## src/rtl/char_tile_tracker.sv

```systemverilog
// Character-tile tracker: follows the VGA raster from pixel-tick / line-start /
// frame-start events and produces registered tile coordinates, glyph offsets,
// a linear text-buffer address, area detection and a blinking cursor match.
// Positions are kept as small wrap counters plus a row-base accumulator, so
// no comparator chains, dividers or multipliers are needed for any tile size.
// The output stage has one cycle of latency: out_valid=1 marks the cycle after
// a pixel_tick, and all other outputs hold their values between ticks.
module char_tile_tracker #(
  parameter int H_PIX        = 640,
  parameter int V_PIX        = 480,
  parameter int TILE_W       = 8,
  parameter int TILE_H       = 16,
  parameter int XW           = 7,
  parameter int YW           = 5,
  parameter int AW           = 12,
  parameter int BLINK_FRAMES = 30,
  localparam int GXW = (TILE_W > 1) ? $clog2(TILE_W) : 1,
  localparam int GYW = (TILE_H > 1) ? $clog2(TILE_H) : 1
) (
  input  logic           clk,
  input  logic           reset_n,
  input  logic           pixel_tick,
  input  logic           frame_start,
  input  logic           line_start,
  input  logic           active,
  input  logic           cursor_en,
  input  logic [XW-1:0]  cursor_x,
  input  logic [YW-1:0]  cursor_y,
  output logic           out_valid,
  output logic [XW-1:0]  char_tile_x,
  output logic [YW-1:0]  char_tile_y,
  output logic [GXW-1:0] glyph_col,
  output logic [GYW-1:0] glyph_row,
  output logic [AW-1:0]  text_addr,
  output logic           in_area,
  output logic           cursor_hit,
  output logic           blink_phase
);

  localparam int COLS = H_PIX / TILE_W;
  localparam int ROWS = V_PIX / TILE_H;
  localparam int FCW  = (BLINK_FRAMES > 1) ? $clog2(BLINK_FRAMES) : 1;

  localparam logic [GXW-1:0] SUB_X_LAST = GXW'(TILE_W - 1);
  localparam logic [GYW-1:0] SUB_Y_LAST = GYW'(TILE_H - 1);
  localparam logic [XW-1:0]  COLS_X     = XW'(COLS);
  localparam logic [YW-1:0]  ROWS_Y     = YW'(ROWS);
  localparam logic [AW-1:0]  COLS_A     = AW'(COLS);
  localparam logic [FCW-1:0] FC_LAST    = FCW'(BLINK_FRAMES - 1);

  // Position of the next pixel (x part) and of the current line (y part).
  logic [GXW-1:0] sub_x;
  logic [XW-1:0]  tile_x;
  logic [GYW-1:0] sub_y;
  logic [YW-1:0]  tile_y;
  logic [AW-1:0]  row_base;
  logic [FCW-1:0] frame_cnt;

  // Position of the ticked pixel P.
  logic [GXW-1:0] p_sub_x;
  logic [XW-1:0]  p_tile_x;
  logic [GYW-1:0] p_sub_y;
  logic [YW-1:0]  p_tile_y;
  logic [AW-1:0]  p_row_base;

  // Successor column state and per-pixel results.
  logic [GXW-1:0] n_sub_x;
  logic [XW-1:0]  n_tile_x;
  logic [FCW-1:0] n_frame_cnt;
  logic           n_blink;
  logic           p_in_area;
  logic           p_hit;
  logic [AW-1:0]  p_addr;

  // Resolve the ticked pixel's position: frame_start beats line_start beats stored.
  always_comb begin
    p_sub_x    = sub_x;
    p_tile_x   = tile_x;
    p_sub_y    = sub_y;
    p_tile_y   = tile_y;
    p_row_base = row_base;
    if (frame_start) begin
      p_sub_x    = '0;
      p_tile_x   = '0;
      p_sub_y    = '0;
      p_tile_y   = '0;
      p_row_base = '0;
    end else if (line_start) begin
      p_sub_x  = '0;
      p_tile_x = '0;
      if (sub_y == SUB_Y_LAST) begin
        p_sub_y = '0;
        // Rows saturate at ROWS; the row base freezes with them.
        if (tile_y != ROWS_Y) begin
          p_tile_y   = tile_y + YW'(1);
          p_row_base = row_base + COLS_A;
        end
      end else begin
        p_sub_y = sub_y + GYW'(1);
      end
    end
  end

  // Column advance after an active pixel, saturating one past the last tile.
  always_comb begin
    n_sub_x  = p_sub_x;
    n_tile_x = p_tile_x;
    if (active) begin
      if (p_tile_x == COLS_X) begin
        n_sub_x = '0;
      end else if (p_sub_x == SUB_X_LAST) begin
        n_sub_x  = '0;
        n_tile_x = p_tile_x + XW'(1);
      end else begin
        n_sub_x = p_sub_x + GXW'(1);
      end
    end
  end

  // Blink counter step on frame_start, area test, address and cursor match.
  always_comb begin
    n_frame_cnt = frame_cnt;
    n_blink     = blink_phase;
    if (frame_start) begin
      if (frame_cnt == FC_LAST) begin
        n_frame_cnt = '0;
        n_blink     = ~blink_phase;
      end else begin
        n_frame_cnt = frame_cnt + FCW'(1);
      end
    end
    p_in_area = active && (p_tile_x < COLS_X) && (p_tile_y < ROWS_Y);
    p_addr    = p_row_base + AW'(p_tile_x);
    p_hit     = p_in_area && cursor_en && n_blink &&
                (p_tile_x == cursor_x) && (p_tile_y == cursor_y);
  end

  // Position state and registered outputs; everything but out_valid holds between ticks.
  always_ff @(posedge clk or negedge reset_n) begin
    if (!reset_n) begin
      sub_x       <= '0;
      tile_x      <= '0;
      sub_y       <= '0;
      tile_y      <= '0;
      row_base    <= '0;
      frame_cnt   <= '0;
      blink_phase <= 1'b1;
      out_valid   <= 1'b0;
      in_area     <= 1'b0;
      cursor_hit  <= 1'b0;
      char_tile_x <= '0;
      char_tile_y <= '0;
      glyph_col   <= '0;
      glyph_row   <= '0;
      text_addr   <= '0;
    end else begin
      out_valid <= pixel_tick;
      if (pixel_tick) begin
        sub_x       <= n_sub_x;
        tile_x      <= n_tile_x;
        sub_y       <= p_sub_y;
        tile_y      <= p_tile_y;
        row_base    <= p_row_base;
        frame_cnt   <= n_frame_cnt;
        blink_phase <= n_blink;
        in_area     <= p_in_area;
        cursor_hit  <= p_hit;
        char_tile_x <= p_in_area ? p_tile_x : '0;
        char_tile_y <= p_in_area ? p_tile_y : '0;
        glyph_col   <= p_in_area ? p_sub_x : '0;
        glyph_row   <= p_in_area ? p_sub_y : '0;
        text_addr   <= p_in_area ? p_addr : '0;
      end
    end
  end

endmodule

```

## config.mk

```make
export PLATFORM = sky130hd
export DESIGN_NAME = char_tile_tracker
export DESIGN_NICKNAME = d
export VERILOG_FILES = /design/src/rtl/char_tile_tracker.sv
export SDC_FILE = /design/constraint.sdc
export NUM_CORES = 1
export LEC_CHECK = 0
export ABC_AREA = 1
export ABC_CLOCK_PERIOD_IN_PS = 6300
export BUFFER_PORTS_ARGS = -buffer_cell sky130_fd_sc_hd__buf_2
export CAP_MARGIN = 5
export CORE_MARGIN = 2
export CORE_UTILIZATION = 63
export CTS_CLUSTER_SIZE = 20
export DETAILED_ROUTE_END_ITERATION = 16
export GPL_TIMING_DRIVEN = 1
export PLACE_DENSITY = 0.86
export REMOVE_ABC_BUFFERS = 1
export SYNTH_ARGS = -nofsm -noshare
export SYNTH_HDL_FRONTEND = slang
export SYNTH_SLANG_ARGS = --single-unit
```

## constraint.sdc

```tcl
create_clock -name clk -period 6.3 [get_ports clk]
set_clock_uncertainty 0.15 [all_clocks]
set_input_delay 1.89 -clock clk [delete_from_list [all_inputs] [get_ports clk]]
set_output_delay 1.89 -clock clk [all_outputs]
set_load 0.02 [all_outputs]
```

# ---- Yosys cells after proc, flatten, opt, wreduce, memory -nomap -nowiden
# Index checks and enable logic that the tools add are counted.
dict set report classes {
  muxes 29
  reduce_logical 7
  n_addsub 7
  bitwise_logic 1
  eq_ne 7
  n_lt_le_gt_ge 2
}
# op count
set op_table {}
lappend op_table {{2-to-1 mux 12 bit} 5}
lappend op_table {{2-to-1 mux 7 bit} 6}
lappend op_table {{2-to-1 mux 5 bit} 6}
lappend op_table {{2-to-1 mux 3 bit} 6}
lappend op_table {{2-to-1 mux 4 bit} 4}
lappend op_table {{adder 12 x 7 -> 12 bit} 1}
lappend op_table {{adder 12 x 7 -> 12 bit (second input constant)} 1}
lappend op_table {{adder 5 x 1 -> 5 bit (second input constant)} 2}
lappend op_table {{adder 7 x 1 -> 7 bit (second input constant)} 1}
lappend op_table {{== test 7 bit} 1}
lappend op_table {{== test 7 bit (second input constant)} 1}
lappend op_table {{less-than comparator 7 bit (second input constant)} 1}
lappend op_table {{logical AND 1 bit} 6}
lappend op_table {{== test 5 bit} 1}
lappend op_table {{== test 5 bit (second input constant)} 1}
lappend op_table {{less-than comparator 5 bit (second input constant)} 1}
lappend op_table {{inequality test 5 bit (second input constant)} 1}
lappend op_table {{adder 4 x 1 -> 4 bit (second input constant)} 1}
lappend op_table {{== test 4 bit (second input constant)} 1}
lappend op_table {{adder 3 x 1 -> 3 bit (second input constant)} 1}
lappend op_table {{== test 3 bit (second input constant)} 1}
lappend op_table {{2-to-1 mux 1 bit} 2}
lappend op_table {{AND reduction 2 bit} 1}
lappend op_table {{inverter 1 bit} 1}
dict set report word_totals {
  ff_bits 71
  in_bits 19
  output_inout_bits 35
  elab_cells 68
}

# ---- Longest topological paths before layout
dict set report depth {
  depth_word 11
  mapped_depth 20
  depth_no_buf 20
}

# ---- Least setup slack after synthesis
# No wires, ideal clock.
dict set report synth_timing {
  path_kind {in2reg}
  from {input line_start}
  to {register text_addr[10]}
  path_buffers 0
  setup_ns 0.117
  stages 14
  t_arrival_ns 3.718
  required_ns 6.033
  slack_ns 2.315
  cell_sequence {nor2_2 -> nand2_1 -> inv_1 -> ha_1 -> inv_1 -> fa_1 -> inv_1 -> nand4_1 -> nand3_1 -> nand2_1 -> a21oi_1 -> nand3_1 -> nand3_1 -> nand2_1}
}
dict set report synth_via {
  elab_chain_cells 6
  word_cells_on_any_way 12
  cone_classes {add/sub (1); order compare (2); mux (7); reduce/logical (2)}
}
# element line_no
set synth_rtl {}
lappend synth_rtl {{from (decl)} 24} ;# input logic line_start,
lappend synth_rtl {{branches (longest 5 deep; another with adder 12 x 7 -> 12 bit)} n/a}
lappend synth_rtl {{2-to-1 mux 12 bit *} 172} ;# text_addr <= p_in_area ? p_addr : '0;
lappend synth_rtl {{to (signal assigned)} 172}
lappend synth_rtl {{to (decl)} 34} ;# output logic [AW-1:0] text_addr,
# Every way passes the cells marked *.
# A chain may end at the register's enable or synchronous reset.

# ---- Final worst setup path
dict set report layout_timing {
  from {input frame_start}
  to {register text_addr[10]}
}
dict set report layout_via {
  elab_chain_cells 5
  word_cells_on_any_way 9
  cone_classes {add/sub (1); order compare (2); mux (4); reduce/logical (2)}
}
# element line_no
set layout_rtl {}
lappend layout_rtl {{from (decl)} 23} ;# input logic frame_start,
lappend layout_rtl {{branches (longest 4 deep; another with adder 12 x 7 -> 12 bit)} n/a}
lappend layout_rtl {{2-to-1 mux 12 bit *} 172}
# Marked as above.

==> impl_metrics.json <==
{
  "critical_path.cell_chain": "buf_2 -> nor2_2 -> nand2_1 -> inv_1 -> ha_1 -> inv_1 -> fa_1 -> inv_1 -> nand4_1 -> nand3_1 -> nand2_1 -> a21oi_1 -> nand3_1 -> nand3_1 -> nand2_1",
  "grt_pass1_wl_um": 16970,
  "cts_resized": 0,
  "fin_setup_tns_ns": 0,
  "postPlaceCellArea_um2": 4468,
  "ys_types": 36,
  "hp-start": "frame_cnt[4]",
  "synthMuxAreaShare": 0,
  "clk-insertion-delay-late_ns": 0.35,
  "cts_setup_buffers": 0,
  "viasPerCell": 5.596,
  "rr_startpoint": "tile_y[0]",
  "htree_levels": 3,
  "r2r_end": "text_addr[11]",
  "track_usage": 0.2948,
  "worst_pin_slew_ns": 0.6059,
  "hold_viol": 0,
  "core-area_um2": 6350,
  "grt_max_degree": 48,
  "cts_hold_buf": 0,
  "critPathMaxFanout": 15,
  "most-common-layout-cells": "158 x nand2_1, 70 x dfrtp_1, 64 x inv_1",
  "synth_top_area_frac": 0.4231,
  "dp_cells": 660,
  "holdPathEnd": "frame_cnt[4]",
  "min_period_ns": 4.259,
  "synth.avg_cell_area_um2": 7.681,
  "critPathRequiredTime_ns": 6.39,
  "nets": 631,
  "peakVddDrop_mv": 0.2001,
  "drv_slew": 0,
  "cp-start-kind": "primary input",
  "hold_ws_ns": 0.3252,
  "slowest_stage": "fa_1",
  "end_kind": "flip-flop",
  "rows": 29,
  "die_w_um": 85.07,
  "avgRoutedWirePerCell_um": 14.64,
  "synth_xor_area_frac": 0.04019,
  "drt-met1-wl_um": 4172,
  "finish.instance_area_um2": 4700,
  "setup_viol": 0,
  "seq_area_frac_synth": 0.4294,
  "crit_type": "primary input to flip-flop",
  "drc": 0,
  "initialDrtViolationCount": 345,
  "fin_ws_ns": 2.041,
  "r2r_slack_ns": 3.36,
  "r2r_cells": 20,
  "fmax_mhz": 234.8,
  "syn_area_um2": 4140,
  "dr.pass1.iters": 5,
  "overflow": 0,
  "arrival_ns": 4.35,
  "wl_met3_um": 651,
  "antenna_found_initial": 0,
  "power_mw": 1.045,
  "boundaryPins": 54,
  "routed.top_layer": "met4",
  "clk_pin_slew_worst_paths_ns": 0.08,
  "clock-sinks": 71,
  "slew_headroom": 0.5960,
  "synth_top_family_by_area": "simple AND/OR/NAND/NOR gates",
  "layout_commonest_cell": "nand2_1",
  "dieArea_um2": 7236,
  "cts_buffer_depth": 2,
  "first_global_vias": 3691,
  "synth_top_cell_by_area": "dfrtp_1",
  "layout-drive-gt1-share": 0.1703,
  "synth_area_leaders": "dfrtp_1 42%, nand2_1 14%, inv_1 5.9%",
  "whs_path_depth": 1,
  "vias": 3783,
  "utilization": 0.7401,
  "cts_tree": "yes",
  "slowest_delay_ns": 0.41,
  "syn_to_final_growth_pct": 13.51,
  "power.density_nw_per_um2": 222.4,
  "root_buffer": "clkbuf_8",
  "synthAdderAreaFrac": 0.05621,
  "path_delay_family": "simple AND/OR/NAND/NOR gates",
  "maxCapViolCount": 0,
  "dr_wl_met2_um": 4885,
  "rsz0062_at_grt": "false",
  "yosysWarnings": 0,
  "layout.cells.non_filler": 676,
  "critPathBufInv": 4,
  "outcome": "completed",
  "die_y_um": 85.07,
  "post_synth_inst_count": 539,
  "port_buffers": 53,
  "initial_core_util": 0.6520,
  "synth_simple_gate_area_share": 0.2880,
  "tritoncts.num_buffers": 9,
  "synth-compound-area-share": 0.1094,
  "fin_crit_sh": 0.6760,
  "hpwl_um": 6966,
  "hold_path_class": "flip-flop to flip-flop",
  "routabilityCongestion": 0.8612,
  "diodes": 0,
  "drtAntennaViolNets": 0,
  "totalWireLength_um": 9898,
  "place_ws_ns": 1.757,
  "synth-seq-cells": 71,
  "leakage_nw": 2.556
}
layout make-up:
class | instances | area (um2)
clock buffers | 11 | 151.4
clock inverters | 5 | 80.08
fillers | 472 | 1650
inverters | 68 | 261.5
multi-input cells | 388 | 2044
flip-flops and latches | 71 | 1778
well taps | 77 | 96.34
repair buffers | 56 | 287.8
cells in the mapped netlist (all sizes together):
cell type and count:
nand3b 1, clkinv 1, nand2 166, a31oi 5, nor3 4, dfstp 1, a21oi 10, o21ai 57
inv 67, fa 1, o22ai 3, dfrtp 70, or2 2, xnor2 4, and3 1, o211ai 3
clkbuf 8, ha 17, nor3b 1, nor2 52, nand3 37, a21o 1, buf 4, nand4 8
xor2 15
flip-flops by register name, indices dropped and copies added, names as in the netlist:
name,flops
text_addr,12
cursor_hit,1
in_area,1
tile_y,5
tile_x,7
char_tile_y,5
char_tile_x,7
blink_phase,1
row_base,12
sub_y,4
sub_x,3
out_valid,1
frame_cnt,5
glyph_col,3
glyph_row,4
report_power, final:
| part | switching, mW | internal (mW) |
|---|---|---|
| registers | 0.0191 | 0.483 |
| logic | 0.0818 | 0.0384 |
| clock network | 0.179 | 0.244 |
per-layer routing:
metal  global-route usage  vias up
met2               0.4815      149
met1               0.3892     1784
li1                     -     1832
met5                    0        -
met3              0.04377       18
met4               0.1356        0
kinds of logic after synthesis:
family                   after synthesis
AND/OR/NAND/NOR                      272
flip-flops                            71
AO/OA/AOI/OAI                         79
buffers and inverters                 80
adder cells (fa/ha/maj)               18
XOR/XNOR                              19
worst register-to-register path: stages (launching register included):
cell	delay, ns
dfrtp_1	0.41
inv_1	0.09
ha_1	0.19
nand2_1	0.08
inv_1	0.05
nand2_2	0.14
nand2_4	0.10
o21ai_0	0.14
nor3b_1	0.32
ha_1	0.27
nand2_1	0.09
nor2_1	0.11
nand2_1	0.06
nand2_1	0.09
inv_1	0.06
nor2_1	0.13
nand2_1	0.09
nor2_1	0.11
nand2_1	0.06
nand3_1	0.06
nand2_1	0.05
how the worst max path moves through the flow:
stage,from,endpoint,slack (ns),depth (start not counted)
detailed placement,frame_start,text_addr[10],1.76,15
global placement,frame_start,text_addr[10],1.90,15
finish,frame_start,text_addr[10],2.04,15
CTS,frame_start,text_addr[10],2.07,15
global route,frame_start,text_addr[10],1.75,15
floorplan,line_start,text_addr[10],2.31,14
Note: power is estimated with default switching activity, not from simulation.
